### config.mk
export PLATFORM = sky130hd
export DESIGN_NAME = change_dispenser_flat
export DESIGN_NICKNAME = d
export VERILOG_FILES = /design/src/rtl/vending_pkg.sv /design/src/rtl/change_dispenser_if.sv /design/src/rtl/eject_timer.sv /design/src/rtl/change_dispenser.sv /design/src/flat_wrapper.sv
export SDC_FILE = /design/constraint.sdc
export NUM_CORES = 1
export LEC_CHECK = 0
export BUFFER_PORTS_ARGS = -buffer_cell sky130_fd_sc_hd__buf_2
export CELL_PAD_IN_SITES_DETAIL_PLACEMENT = 1
export CELL_PAD_IN_SITES_GLOBAL_PLACEMENT = 1
export CORE_MARGIN = 2
export CORE_UTILIZATION = 42
export CTS_CLUSTER_SIZE = 28
export DETAILED_ROUTE_END_ITERATION = 8
export PLACE_DENSITY = 0.8
export SYNTH_ARGS = -nofsm -noshare
export SYNTH_HDL_FRONTEND = slang
export SYNTH_SLANG_ARGS = --single-unit
### constraint.sdc
create_clock -name clock -period 3.7 [get_ports clock]
set_input_delay 0.37 -clock clock [delete_from_list [all_inputs] [get_ports clock]]
set_output_delay 0.37 -clock clock [all_outputs]
set_load 0.02 [all_outputs]
### src/rtl/vending_pkg.sv
// Shared vending-machine types.
//   state_t      : change_dispenser FSM states
//   coin_t       : which ejector a payout step selected
//   NICKEL_CENTS : value of one amount unit, in cents
package vending_pkg;

  typedef enum logic [2:0] {
    ST_IDLE,
    ST_SELECT,
    ST_EJECT,
    ST_GAP,
    ST_DONE
  } state_t;

  typedef enum logic [1:0] {
    COIN_NONE,
    COIN_NICKEL,
    COIN_DIME
  } coin_t;

  localparam int NICKEL_CENTS = 5;

endpackage

### src/rtl/change_dispenser_if.sv
// Controller <-> change dispenser bundle.
//   req_valid/req_amount/req_ready : change request (amount in nickels)
//   load_nickels/load_dimes/load_count : inventory refill strobes
//   nickel_eject/dime_eject        : solenoid drives
//   done/shortfall                 : completion pulse, unpaid nickels
//   nickel_inv/dime_inv            : current inventories
// master = vending controller side, slave = dispenser.
interface change_dispenser_if #(
  parameter int AMT_W = 6,
  parameter int INV_W = 8
);
  logic             req_valid;
  logic [AMT_W-1:0] req_amount;
  logic             req_ready;
  logic             load_nickels;
  logic             load_dimes;
  logic [INV_W-1:0] load_count;
  logic             nickel_eject;
  logic             dime_eject;
  logic             done;
  logic [AMT_W-1:0] shortfall;
  logic [INV_W-1:0] nickel_inv;
  logic [INV_W-1:0] dime_inv;

  modport master (
    output req_valid, req_amount, load_nickels, load_dimes, load_count,
    input  req_ready, nickel_eject, dime_eject, done, shortfall,
           nickel_inv, dime_inv
  );

  modport slave (
    input  req_valid, req_amount, load_nickels, load_dimes, load_count,
    output req_ready, nickel_eject, dime_eject, done, shortfall,
           nickel_inv, dime_inv
  );
endinterface

### src/rtl/eject_timer.sv
// Ejector pulse/gap timer. A start strobe loads the pulse phase
// (PULSE_LEN cycles); its last cycle raises pulse_done and the counter
// reloads itself for the gap phase (GAP_LEN cycles), whose last cycle
// raises gap_done.
//   clock, reset : sync active-high reset
//   start        : begin a pulse phase next cycle
//   pulse_done   : last cycle of the pulse phase
//   gap_done     : last cycle of the gap phase
module eject_timer #(
  parameter int PULSE_LEN = 4,
  parameter int GAP_LEN   = 2
) (
  input  logic clock,
  input  logic reset,
  input  logic start,
  output logic pulse_done,
  output logic gap_done
);
  localparam int MAXL = (PULSE_LEN > GAP_LEN) ? PULSE_LEN : GAP_LEN;
  localparam int CW   = $clog2(MAXL + 1);

  typedef enum logic [1:0] {PH_IDLE, PH_PULSE, PH_GAP} phase_t;

  phase_t        phase;
  logic [CW-1:0] cnt;

  assign pulse_done = (phase == PH_PULSE) && (cnt == '0);
  assign gap_done   = (phase == PH_GAP)   && (cnt == '0);

  always_ff @(posedge clock) begin
    if (reset) begin
      phase <= PH_IDLE;
      cnt   <= '0;
    end else if (start) begin
      phase <= PH_PULSE;
      cnt   <= CW'(PULSE_LEN - 1);
    end else if (pulse_done) begin
      phase <= PH_GAP;
      cnt   <= CW'(GAP_LEN - 1);
    end else if (gap_done) begin
      phase <= PH_IDLE;
    end else if (cnt != '0) begin
      cnt <= cnt - CW'(1);
    end
  end
endmodule

### src/rtl/change_dispenser.sv
// Coin payout engine. Takes a change request in nickel units, pays it
// greedily (dimes first) one coin at a time through the ejector
// solenoids, tracks nickel/dime inventory with saturating refills and
// reports the unpaid remainder on the done pulse.
//   clock, reset : sync active-high reset
//   bus          : change_dispenser_if.slave (request, refill, ejectors,
//                  done/shortfall, inventories)
module change_dispenser #(
  parameter int AMT_W     = 6,
  parameter int INV_W     = 8,
  parameter int PULSE_LEN = 4,
  parameter int GAP_LEN   = 2
) (
  input  logic              clock,
  input  logic              reset,
  change_dispenser_if.slave bus
);
  import vending_pkg::*;

  state_t           state, state_nx;
  coin_t            coin, pick;
  logic [AMT_W-1:0] remaining;
  logic [INV_W-1:0] nickel_inv, dime_inv;
  logic             pulse_done, gap_done;
  logic             dec_n, dec_d;
  logic [INV_W:0]   n_sum, d_sum;

  eject_timer #(.PULSE_LEN(PULSE_LEN), .GAP_LEN(GAP_LEN)) u_timer (
    .clock      (clock),
    .reset      (reset),
    .start      (state == ST_SELECT && pick != COIN_NONE),
    .pulse_done (pulse_done),
    .gap_done   (gap_done)
  );

  always_ff @(posedge clock) begin
    if (reset) state <= ST_IDLE;
    else       state <= state_nx;
  end

  // Greedy choice: a dime only when at least 10c is still owed, so the
  // machine never overpays.
  always_comb begin
    state_nx = state;
    pick     = COIN_NONE;
    case (state)
      ST_IDLE:   if (bus.req_valid) state_nx = ST_SELECT;
      ST_SELECT: begin
        if (remaining >= AMT_W'(2) && dime_inv != '0) begin
          pick     = COIN_DIME;
          state_nx = ST_EJECT;
        end else if (remaining != '0 && nickel_inv != '0) begin
          pick     = COIN_NICKEL;
          state_nx = ST_EJECT;
        end else begin
          state_nx = ST_DONE;
        end
      end
      ST_EJECT:  if (pulse_done) state_nx = ST_GAP;
      ST_GAP:    if (gap_done)   state_nx = ST_SELECT;
      ST_DONE:   state_nx = ST_IDLE;
      default:   state_nx = ST_IDLE;
    endcase
  end

  assign dec_n = (state == ST_SELECT) && (pick == COIN_NICKEL);
  assign dec_d = (state == ST_SELECT) && (pick == COIN_DIME);

  // One bit of headroom catches the refill overflow. A decrement only
  // happens with a non-empty counter, so the sum cannot underflow.
  always_comb begin
    n_sum = {1'b0, nickel_inv} - {{INV_W{1'b0}}, dec_n}
          + (bus.load_nickels ? {1'b0, bus.load_count} : '0);
    d_sum = {1'b0, dime_inv} - {{INV_W{1'b0}}, dec_d}
          + (bus.load_dimes ? {1'b0, bus.load_count} : '0);
  end

  always_ff @(posedge clock) begin
    if (reset) begin
      remaining  <= '0;
      coin       <= COIN_NONE;
      nickel_inv <= '0;
      dime_inv   <= '0;
    end else begin
      if (state == ST_IDLE && bus.req_valid) remaining <= bus.req_amount;
      if (state == ST_SELECT) begin
        coin <= pick;
        if (dec_d)      remaining <= remaining - AMT_W'(2);
        else if (dec_n) remaining <= remaining - AMT_W'(1);
      end
      nickel_inv <= n_sum[INV_W] ? '1 : n_sum[INV_W-1:0];
      dime_inv   <= d_sum[INV_W] ? '1 : d_sum[INV_W-1:0];
    end
  end

  assign bus.req_ready    = (state == ST_IDLE);
  assign bus.done         = (state == ST_DONE);
  assign bus.shortfall    = (state == ST_DONE) ? remaining : '0;
  assign bus.nickel_eject = (state == ST_EJECT) && (coin == COIN_NICKEL);
  assign bus.dime_eject   = (state == ST_EJECT) && (coin == COIN_DIME);
  assign bus.nickel_inv   = nickel_inv;
  assign bus.dime_inv     = dime_inv;
endmodule

### src/flat_wrapper.sv
// flat-port wrapper written by rule: the top's interface ports become plain ports
module change_dispenser_flat import vending_pkg::*;
#(
  parameter int AMT_W     = 6,
  parameter int INV_W     = 8,
  parameter int PULSE_LEN = 4,
  parameter int GAP_LEN   = 2
)
  (clock, reset, bus_req_valid, bus_req_amount, bus_load_nickels, bus_load_dimes, bus_load_count, bus_req_ready, bus_nickel_eject, bus_dime_eject, bus_done, bus_shortfall, bus_nickel_inv, bus_dime_inv);
  change_dispenser_if #(.AMT_W(AMT_W), .INV_W(INV_W)) bus_i ();
  input  logic clock;
  input  logic reset;
  input wire logic [$bits(bus_i.req_valid)-1:0] bus_req_valid;
  input wire logic [$bits(bus_i.req_amount)-1:0] bus_req_amount;
  input wire logic [$bits(bus_i.load_nickels)-1:0] bus_load_nickels;
  input wire logic [$bits(bus_i.load_dimes)-1:0] bus_load_dimes;
  input wire logic [$bits(bus_i.load_count)-1:0] bus_load_count;
  output wire logic [$bits(bus_i.req_ready)-1:0] bus_req_ready;
  output wire logic [$bits(bus_i.nickel_eject)-1:0] bus_nickel_eject;
  output wire logic [$bits(bus_i.dime_eject)-1:0] bus_dime_eject;
  output wire logic [$bits(bus_i.done)-1:0] bus_done;
  output wire logic [$bits(bus_i.shortfall)-1:0] bus_shortfall;
  output wire logic [$bits(bus_i.nickel_inv)-1:0] bus_nickel_inv;
  output wire logic [$bits(bus_i.dime_inv)-1:0] bus_dime_inv;
  assign bus_i.req_valid = bus_req_valid;
  assign bus_i.req_amount = bus_req_amount;
  assign bus_i.load_nickels = bus_load_nickels;
  assign bus_i.load_dimes = bus_load_dimes;
  assign bus_i.load_count = bus_load_count;
  assign bus_req_ready = bus_i.req_ready;
  assign bus_nickel_eject = bus_i.nickel_eject;
  assign bus_dime_eject = bus_i.dime_eject;
  assign bus_done = bus_i.done;
  assign bus_shortfall = bus_i.shortfall;
  assign bus_nickel_inv = bus_i.nickel_inv;
  assign bus_dime_inv = bus_i.dime_inv;
  change_dispenser #(.AMT_W(AMT_W), .INV_W(INV_W), .PULSE_LEN(PULSE_LEN), .GAP_LEN(GAP_LEN)) u_core (.clock(clock), .reset(reset), .bus(bus_i));
endmodule
# After elaboration in Yosys (flattened, before gate mapping)
# Cells that the tools add are included.
word_totals:
  register_bits: 32
  latch_bits: 0
  ramBits: 0
  rom_bits: 0
  inputBits: 19
  out_inout_bits: 26
  word_cells: 82
  memories: 0
op_classes:
  n_addsub: 7
  mul: 0
  div_mod_pow: 0
  magnitude_cmp: 1
  eq_ne: 14
  shift: 0
  muxes: 25
  bitwise: 1
  reduce_logical: 25
ops:
  columns: ["operator", "count"]
  rows:
  - ["2-to-1 mux 8 bit", 4]
  - ["2-to-1 mux 6 bit", 5]
  - ["adder 9 bit", 2]
  - ["subtractor 8 x 1 -> 9 bit", 2]
  - ["2-to-1 mux 2 bit", 8]
  - ["nonzero test 8 bit", 2]
  - ["2-to-1 mux 3 bit", 5]
  - ["one-hot mux 3 bit (4 select lines)", 1]
  - ["logical AND 1 bit", 10]
  - ["nonzero test 3 bit", 3]
  - ["== test 2 x 1 -> 1 bit (second input constant)", 3]
  - ["== test 2 bit (second input constant)", 3]
  - ["== test 3 x 2 -> 1 bit (second input constant)", 2]
  - [">= comparator 6 x 2 -> 1 bit (second input constant)", 1]
  - ["logical NOT 3 bit", 2]
  - ["nonzero test 6 bit", 1]
  - ["subtractor 6 x 1 -> 6 bit (second input constant)", 1]
  - ["subtractor 6 x 2 -> 6 bit (second input constant)", 1]
  - ["inequality test 2 x 1 -> 1 bit (second input constant)", 2]
  - ["AND reduction 2 bit", 2]
  - ["nonzero test 2 bit", 2]
  - ["== test 3 x 1 -> 1 bit (second input constant)", 1]
  - ["== test 3 bit (second input constant)", 1]
  - ["inequality test 3 x 2 -> 1 bit (second input constant)", 1]
  - ["7 further kinds", 8]

# Longest topological paths before layout
# Gate-level depths: netlist of the first run.
logic_depth:
  depth_word: 10
  mapped_depth: 15
  mapped_depth_nobuf: 15

# Modules after synthesis
# From an unflattened synthesis of the first run, not the netlist that was laid out.
hier_totals:
  hier_cells: 349
  hier_area_um2: 2797.7
by_module_without_submodules:
  columns: ["module", "n_inst", "cells_each", "area_per_inst_um2", "seq_area_each_um2"]
  rows:
  - ["change_dispenser", 1, 322, 2514.9, 540.5]
  - ["eject_timer", 1, 27, 282.8, 100.1]

# Worst setup path before layout of the first run
# Ideal clock, no wire load.
synth_timing:
  path_kind: "reg-to-reg"
  startpoint: "register u_core.remaining[1]"
  endpoint: "register u_core.nickel_inv[0] (netlist: u_core.bus.nickel_inv[0])"
  setup_time_ps: 132
  arrival_ps: 3042
  required_time_ps: 3568
  slack_ps: 526
  path_stages_with_launch: 16
  n_path_buf: 1
  synth_period_minus_slack_ps: 3174
  cell_sequence: "dfxtp_1 inv_1 ha_1 a32oi_2 buf_2 and3_1 ha_1 inv_1 ha_1 inv_1 fa_1 nor2b_1 o2111ai_1 a31oi_1 xnor2_1 a21oi_1"
synth_via:
  elab_chain_len: 10
  word_cells_on_any_way: 12
  classes_between: "add/sub: 2; order compare: 1; eq/ne: 1; mux: 4; reduce/logical: 4"
synth_lines:
  columns: ["item", "line", "source"]
  rows:
  - ["start, declared", "change_dispenser.sv:22", "logic [AMT_W-1:0] remaining;"]
  - ["start signal, assigned", "change_dispenser.sv:85", "if (state == ST_IDLE && bus.req_valid) remaining <= bus.req_amount;"]
  - ["start signal, assigned", "change_dispenser.sv:88", "if (dec_d) remaining <= remaining - AMT_W'(2);"]
  - ["start signal, assigned", "change_dispenser.sv:89", "else if (dec_n) remaining <= remaining - AMT_W'(1);"]
  - ["branches (longest 3 deep; another with >= comparator 6 x 2 -> 1 bit)", null, null]
  - ["2-to-1 mux 2 bit *", "change_dispenser.sv:49", "if (remaining >= AMT_W'(2) && dime_inv != '0) begin"]
  - ["2-to-1 mux 2 bit *", "change_dispenser.sv:46", "case (state)"]
  - ["== test 2 x 1 -> 1 bit *", "change_dispenser.sv:66", "assign dec_n = (state == ST_SELECT) && (pick == COIN_NICKEL);"]
  - ["logical AND 1 bit *", "change_dispenser.sv:66", null]
  - ["subtractor 8 x 1 -> 9 bit *", "change_dispenser.sv:72", "n_sum = {1'b0, nickel_inv} - {{INV_W{1'b0}}, dec_n}"]
  - ["adder 9 bit *", "change_dispenser.sv:73", "+ (bus.load_nickels ? {1'b0, bus.load_count} : '0);"]
  - ["2-to-1 mux 8 bit *", "change_dispenser.sv:91", "nickel_inv <= n_sum[INV_W] ? '1 : n_sum[INV_W-1:0];"]
  - ["end signal, assigned", "change_dispenser.sv:91", null]
  - ["end, declared", "change_dispenser.sv:23", "logic [INV_W-1:0] nickel_inv, dime_inv;"]
# Mark *: on every way between the ends.
# A chain may end at the register's enable or synchronous reset.

# Final worst setup path of the first run
layout_timing:
  startpoint: "register u_core.dime_inv[4] (netlist: u_core.bus.dime_inv[4])"
  endpoint: "register u_core.nickel_inv[1] (netlist: u_core.bus.nickel_inv[1])"
layout_via:
  elab_chain_len: 9
layout_lines:
  columns: ["item", "line", "source"]
  rows:
  - ["start, declared", "change_dispenser.sv:23", null]
  - ["start signal, assigned", "change_dispenser.sv:92", "dime_inv <= d_sum[INV_W] ? '1 : d_sum[INV_W-1:0];"]
  - ["nonzero test 8 bit", "change_dispenser.sv:49", null]
  - ["logical AND 1 bit", "change_dispenser.sv:49", null]
  - ["2-to-1 mux 2 bit", "change_dispenser.sv:49", null]
  - ["2-to-1 mux 2 bit", "change_dispenser.sv:46", null]
  - ["== test 2 x 1 -> 1 bit", "change_dispenser.sv:66", null]
  - ["logical AND 1 bit", "change_dispenser.sv:66", null]
  - ["subtractor 8 x 1 -> 9 bit", "change_dispenser.sv:72", null]
  - ["adder 9 bit", "change_dispenser.sv:73", null]
  - ["2-to-1 mux 8 bit", "change_dispenser.sv:91", null]
# Every way passes these cells.

==> impl_metrics.py, run 1 <==
metrics = {
    "outcome": {
        "outcome": "finished clean",
    },
    "power": {
        "vdd_drop_max_uv": 518.6,
        "p_per_area_nw_per_um2": 967.3,
        "total_power_w": 0.003062,
        "p_leak_nw": 1.510,
    },
    "floorplanning": {
        "die_y_um": 84.74,
        "boundaryPins": 45,
        "initial_utilization_pct": 43.36,
        "die-area_um2": 7180,
        "core.rowCount": 29,
        "core_um2": 6314,
        "die_x_um": 84.74,
    },
    "worst_setup_path": {
        "critPathArrivalTime_ns": 3.53,
        "cp.required_ns": 3.85,
        "critPathKind": "register to register",
        "crit_fanout": 6,
        "cp-end-kind": "register",
        "cp-start-kind": "register",
    },
    "global_route": {
        "grt_overflow": 0,
        "grt_first_pass_wirelength_um": 12640,
        "track_usage_pct": 21.58,
        "grt_max_degree": 37,
        "first_global_vias": 2707,
        "antenna_found_initial": 0,
    },
    "synthesis": {
        "synthArstFlopShare_pct": 0,
        "seq_area_frac_synth_pct": 23.40,
        "syn_avg_cell_area_um2": 7.755,
        "synth_warnings": 0,
        "synth-edff-count": 0,
        "synth-seq-cells": 32,
        "syn_area_um2": 2738,
        "syn_inst": 353,
        "synth_flop_cell": "dfxtp_1",
        "synth_cell_types": 53,
        "synth_fp_nets": 413,
    },
    "routing": {
        "drc": 0,
        "drtPass1Iterations": 4,
        "ant_nets": 0,
        "drt_wl_total_um": 7259,
        "drt_iter0_drc": 59,
        "vias": 2598,
        "viasPerCell": 5.481,
        "wl_per_cell_um": 15.31,
    },
    "sta": {
        "slew_headroom_pct": 49.89,
        "fin_tns_setup_ns": 0,
        "hold_slack_ns": 0.3423,
        "worstMarginPinSlew_ns": 0.7497,
        "fmax_ghz": 0.2952,
        "fin_crit_sh_pct": 91.57,
        "skew_ns": 0.005989,
        "rsz0062_at_grt": "no",
        "final.min_clock_period_ns": 3.388,
        "slew_violations": 0,
        "setup_viol": 0,
        "final-hold-violation-count": 0,
    },
    "job": {
        "cap_violations": 0,
    },
    "final_layout": {
        "final_common_cell": "inv_1",
        "areaGrowthSynthToFinish_pct": 15.63,
        "antennaDiodeCount": 0,
        "fin_nets": 456,
        "final_cell_mix": "inv_1 (60), buf_2 (44), ha_1 (39), dfxtp_1 (32), a21oi_1 (31)",
        "drive_above_1_share_pct": 18.14,
    },
    "place": {
        "globalplace.congestion": 0.8242,
        "dpl.hpwl_um": 5640,
        "port_buffers": 44,
    },
    "clock_network": {
        "clockBufferDepth": 2,
        "cts_root_buf": "clkbuf_8",
        "clk_pin_slew_ns": 0.07,
        "cts_tree": "yes",
        "cts_resized": 0,
        "cts_buffers": 5,
        "cts_hold_buffers": 0,
        "htreeDepth": 2,
        "clock-sinks": 32,
        "post_cts_buffers": 0,
        "worstSkewPairLatency_ns": 0.29,
    },
    "hold_path": {
        "hp-class": "input pin to register",
    },
}
cells in the mapped netlist, drive strengths merged, types with 3 or more instances:
cell type / number / area (um^2)
a211oi: 3 / 22.52
a21oi: 31 / 155.2
a31oi: 9 / 56.30
and2: 10 / 62.56
buf: 5 / 30.02
clkbuf: 7 / 26.28
dfxtp: 32 / 640.6
ha: 39 / 488.0
inv: 61 / 229.0
mux2i: 3 / 30.03
nand2: 28 / 105.1
nand2b: 6 / 37.54
nand3: 6 / 30.03
nand3b: 4 / 30.03
nand4: 5 / 31.28
nor2: 15 / 58.81
nor2b: 5 / 31.28
nor3: 9 / 45.04
nor3b: 5 / 48.80
nor4: 6 / 43.79
o2111ai: 3 / 26.28
o21ai: 15 / 78.82
o22a: 3 / 26.28
or3b: 3 / 26.28
xnor2: 7 / 61.31
xor2: 4 / 35.03
registers in the layout, indices dropped and copies added, names as in the netlist:
register               cells
u_core.u_timer.cnt         3
u_core.state               3
u_core.u_timer.phase       2
u_core.coin                2
u_core.bus.dime_inv        8
u_core.remaining           6
u_core.bus.nickel_inv      8
final timing paths:
check	endpoint	cells past startpoint	slack, ns	startpoint
max	u_core.bus.nickel_inv[1]$_SDFF_PP0_	13	0.31	u_core.bus.dime_inv[4]$_SDFF_PP0_
min	u_core.remaining[5]$_SDFF_PP0_	3	0.34	bus_req_amount[5]
max reg2reg	u_core.bus.nickel_inv[1]$_SDFF_PP0_	13	0.31	u_core.bus.dime_inv[4]$_SDFF_PP0_
min reg2reg	u_core.coin[0]$_SDFFE_PP0N_	2	0.52	u_core.coin[0]$_SDFFE_PP0N_
power breakdown:
group | internal [W] | switching (W)
Clock | 0.000199 | 0.000147
Sequential | 0.000481 | 0.000131
Combinational | 0.000900 | 0.00120
layer usage:
metal,up-vias,routed length [um],track usage (%)
met2,49,3672,37.80
met1,1232,3132,26.49
li1,1306,-,-
met4,0,96,5.772
met3,11,357,5.113
met5,-,0,0
critical path: stages (launching register included):
cell	delay, ns
dfxtp_1	0.33
nor4_1	0.53
a22o_1	0.28
and3_1	0.19
ha_1	0.23
inv_1	0.06
ha_1	0.16
inv_1	0.06
fa_1	0.39
nor2b_1	0.17
o2111ai_1	0.20
a31oi_2	0.25
xnor2_1	0.27
a21oi_1	0.13
logic make-up after synthesis:
family	after synthesis	share of synthesized area [%]
muxes	3	1.097
adders and majority gates	41	19.29
and+or+nand+nor	111	22.72
xor gates and xnor gates	11	3.519
DFF	32	23.40
buffers and inverters	73	10.42
AOI/OAI and AO/OA	82	19.56
final cells by class:
cell class / instances / area, um^2
multi-input combinational: 248 / 1838
fill: 818 / 3148
clock inverter: 3 / 42.54
sequential: 32 / 640.6
tap: 77 / 96.34
clock buffer: 5 / 68.82
inverter: 61 / 229.0
timing repair buffer: 48 / 250.2
stage by stage:
stage | utilization, % | std cells | setup WS (ns) | instance area, um^2
after floorplan | - | 353 | 0.5257 | 2738
after global placement | 47.96 | 466 | 0.3750 | 3028
after detailed placement | 47.96 | 466 | 0.2478 | 3028
after CTS | 49.72 | 474 | 0.2011 | 3139
after global routing | 50.14 | 474 | 0.03346 | 3166
final | 50.14 | 474 | 0.3120 | 3166
No activity file was read; power rests on OpenSTA's default activity.
==> run 2: changes to the inputs <==
--- a/config.mk
+++ b/config.mk
@@ -9,10 +9,11 @@
 export CELL_PAD_IN_SITES_DETAIL_PLACEMENT = 1
 export CELL_PAD_IN_SITES_GLOBAL_PLACEMENT = 1
 export CORE_MARGIN = 2
-export CORE_UTILIZATION = 42
+export CORE_UTILIZATION = 43
+export CTS_BUF_LIST = sky130_fd_sc_hd__clkbuf_4 sky130_fd_sc_hd__clkbuf_8
 export CTS_CLUSTER_SIZE = 28
 export DETAILED_ROUTE_END_ITERATION = 8
-export PLACE_DENSITY = 0.8
+export PLACE_DENSITY = 0.81
 export SYNTH_ARGS = -nofsm -noshare
 export SYNTH_HDL_FRONTEND = slang
 export SYNTH_SLANG_ARGS = --single-unit
==> impl_metrics.py, run 2 (synthesized netlist as in run 1, its figures left out) <==
metrics = {
    "final_layout": {
        "areaGrowthSynthToFinish_pct": 16.82,
        "antennaDiodeCount": 0,
        "final_common_cell": "inv_1",
        "drive_above_1_share_pct": 19.05,
        "reg_top3": "u_core.bus.dime_inv: 8 flops, u_core.bus.nickel_inv: 8 flops, u_core.remaining: 6 flops",
        "final_cell_mix": "inv_1 (60), buf_2 (44), ha_1 (39), a21oi_1 (31), dfxtp_1 (31)",
        "instances_no_fill": 476,
        "fin_nets": 458,
    },
    "sta": {
        "hold_slack_ns": 0.3348,
        "slew_violations": 0,
        "rsz0062_at_grt": "no",
        "setup_viol": 0,
        "worstMarginPinSlew_ns": 0.7498,
        "skew_ns": 0.006792,
        "fin_tns_setup_ns": 0,
        "slew_headroom_pct": 49.88,
        "final.min_clock_period_ns": 3.396,
        "fmax_ghz": 0.2945,
        "timing.final.ws_setup_ns": 0.3045,
        "fin_crit_sh_pct": 91.77,
        "final-hold-violation-count": 0,
    },
    "worst_setup_path": {
        "worst-path-buf-inv": 3,
        "slowest_stage": "dfxtp_1",
        "r2r-end": "u_core.bus.nickel_inv[1]$_SDFF_PP0_",
        "r2r-start": "u_core.remaining[0]$_SDFFE_PP0P_",
        "crit_fanout": 8,
        "reg2reg_depth": 15,
        "critPathArrivalTime_ns": 3.54,
        "path_cells": "inv_1 -> ha_1 -> nor2_1 -> a22o_2 -> and3_1 -> ha_1 -> inv_1 -> ha_1 -> inv_1 -> fa_1 -> nor2b_1 -> o2111ai_1 -> a31oi_2 -> xnor2_2 -> a21oi_1",
        "cp-end-kind": "register",
        "slowest_delay_ns": 0.42,
        "cp_top_family": "adder cells",
        "cp-start-kind": "register",
        "cp.required_ns": 3.84,
        "critPathKind": "register to register",
        "r2r_setup_slack_ns": 0.30,
    },
    "clock_network": {
        "cts_buffers": 5,
        "clk_pin_slew_ns": 0.07,
        "cts_tree": "yes",
        "cts_resized": 0,
        "worstSkewPairLatency_ns": 0.29,
        "cts_root_buf": "clkbuf_8",
        "clock-sinks": 32,
        "post_cts_buffers": 0,
        "htreeDepth": 2,
        "cts_hold_buffers": 0,
        "clockBufferDepth": 2,
    },
    "place": {
        "dpl.hpwl_um": 6035,
        "pre_cts_slack_ns": 0.1093,
        "globalplace.congestion": 0.9354,
        "port_buffers": 44,
        "dp_cells": 468,
    },
    "global_route": {
        "grt_use_met1_pct": 25.67,
        "track_usage_pct": 22.11,
        "first_global_vias": 2706,
        "top_usage_layer": "met2",
        "grt_max_degree": 37,
        "antenna_found_initial": 0,
        "grt_overflow": 0,
        "gr-usage-met2_pct": 41.82,
        "grt_use_met3_pct": 2.967,
        "grt_first_pass_wirelength_um": 12700,
    },
    "outcome": {
        "outcome": "finished clean",
    },
    "routing": {
        "viasPerCell": 5.441,
        "drtPass1Iterations": 4,
        "drt_iter0_drc": 44,
        "drc": 0,
        "wl_per_cell_um": 16.20,
        "drt_wl_total_um": 7712,
        "ant_nets": 0,
        "vias": 2590,
    },
    "floorplanning": {
        "core.rowCount": 29,
        "initial_utilization_pct": 43.87,
        "core_um2": 6241,
        "die-area_um2": 7021,
        "boundaryPins": 45,
        "die_x_um": 83.79,
        "die_y_um": 83.79,
    },
    "power": {
        "vdd_drop_max_uv": 469.1,
        "p_per_area_nw_per_um2": 982.0,
        "total_power_w": 0.003141,
        "p_leak_nw": 1.532,
    },
    "hold_path": {
        "hp-class": "input pin to register",
        "min-delay-start": "bus_req_amount[5]",
        "holdPathStages": 3,
        "hold_end": "u_core.remaining[5]$_SDFF_PP0_",
    },
    "job": {
        "cap_violations": 0,
    },
}
## run 2: final cells by class
type	count	area (um^2)
Fill cell	802	3043
Multi-Input combinational cell	248	1839
Sequential cell	32	641.9
Timing Repair Buffer	50	265.3
Inverter	61	229.0
Clock buffer	7	96.34
Tap cell	77	96.34
Clock inverter	1	30.03
## run 2: per-stage QoR
step	utilization (%)	area, um^2
finish	51.24	3198
floorplan	-	2738
CTS	50.78	3169
global placement	48.76	3043
detailed placement	48.76	3043
global route	51.24	3198
## run 2: where the power goes
group | leakage [nW] | total [W] | internal [W] | switching (W)
Combinational | 1.20 | 0.00215 | 0.000903 | 0.00124
Sequential | 0.266 | 0.000611 | 0.000482 | 0.000129
Clock | 0.0645 | 0.000384 | 0.000238 | 0.000146
Total | 1.53 | 0.00314 | 0.00162 | 0.00152
## run 2: how the worst max path moves through the flow
stage / to / slack (ns) / cells after the start / startpoint
2_1_floorplan: u_core.bus.nickel_inv[0]$_SDFF_PP0_ / 0.53 / 15 / u_core.remaining[1]$_SDFF_PP0_
3_3_place_gp: u_core.bus.nickel_inv[0]$_SDFF_PP0_ / 0.35 / 13 / u_core.bus.dime_inv[4]$_SDFF_PP0_
3_5_place_dp: u_core.bus.nickel_inv[1]$_SDFF_PP0_ / 0.11 / 13 / u_core.bus.dime_inv[4]$_SDFF_PP0_
4_1_cts: u_core.bus.nickel_inv[1]$_SDFF_PP0_ / 0.07 / 13 / u_core.bus.dime_inv[4]$_SDFF_PP0_
5_1_grt: u_core.bus.nickel_inv[2]$_SDFF_PP0_ / 0.009 / 15 / u_core.remaining[0]$_SDFFE_PP0P_
6_report: u_core.bus.nickel_inv[1]$_SDFF_PP0_ / 0.30 / 15 / u_core.remaining[0]$_SDFFE_PP0P_
## run 2: metal layers
| metal | routed length, um | part of all wire (%) | vias to the layer above |
|---|---|---|---|
| met5 | 0 | 0 | - |
| met4 | 134 | 1.7 | 0 |
| met3 | 203 | 2.6 | 11 |
| met2 | 3983 | 52 | 44 |
| met1 | 3391 | 44 | 1223 |
| li1 | - | - | 1312 |
## run 2: worst reg2reg max path, delay by kind of cell (launching register included)
| family | cells | cell delay [ns] |
|---|---|---|
| flip-flops | 1 | 0.42 |
| XOR/XNOR | 1 | 0.21 |
| AND/OR/NAND/NOR | 3 | 0.53 |
| AO/OA/AOI/OAI | 4 | 0.85 |
| adder cells (fa/ha/maj) | 4 | 1.00 |
| buffers and inverters | 3 | 0.24 |
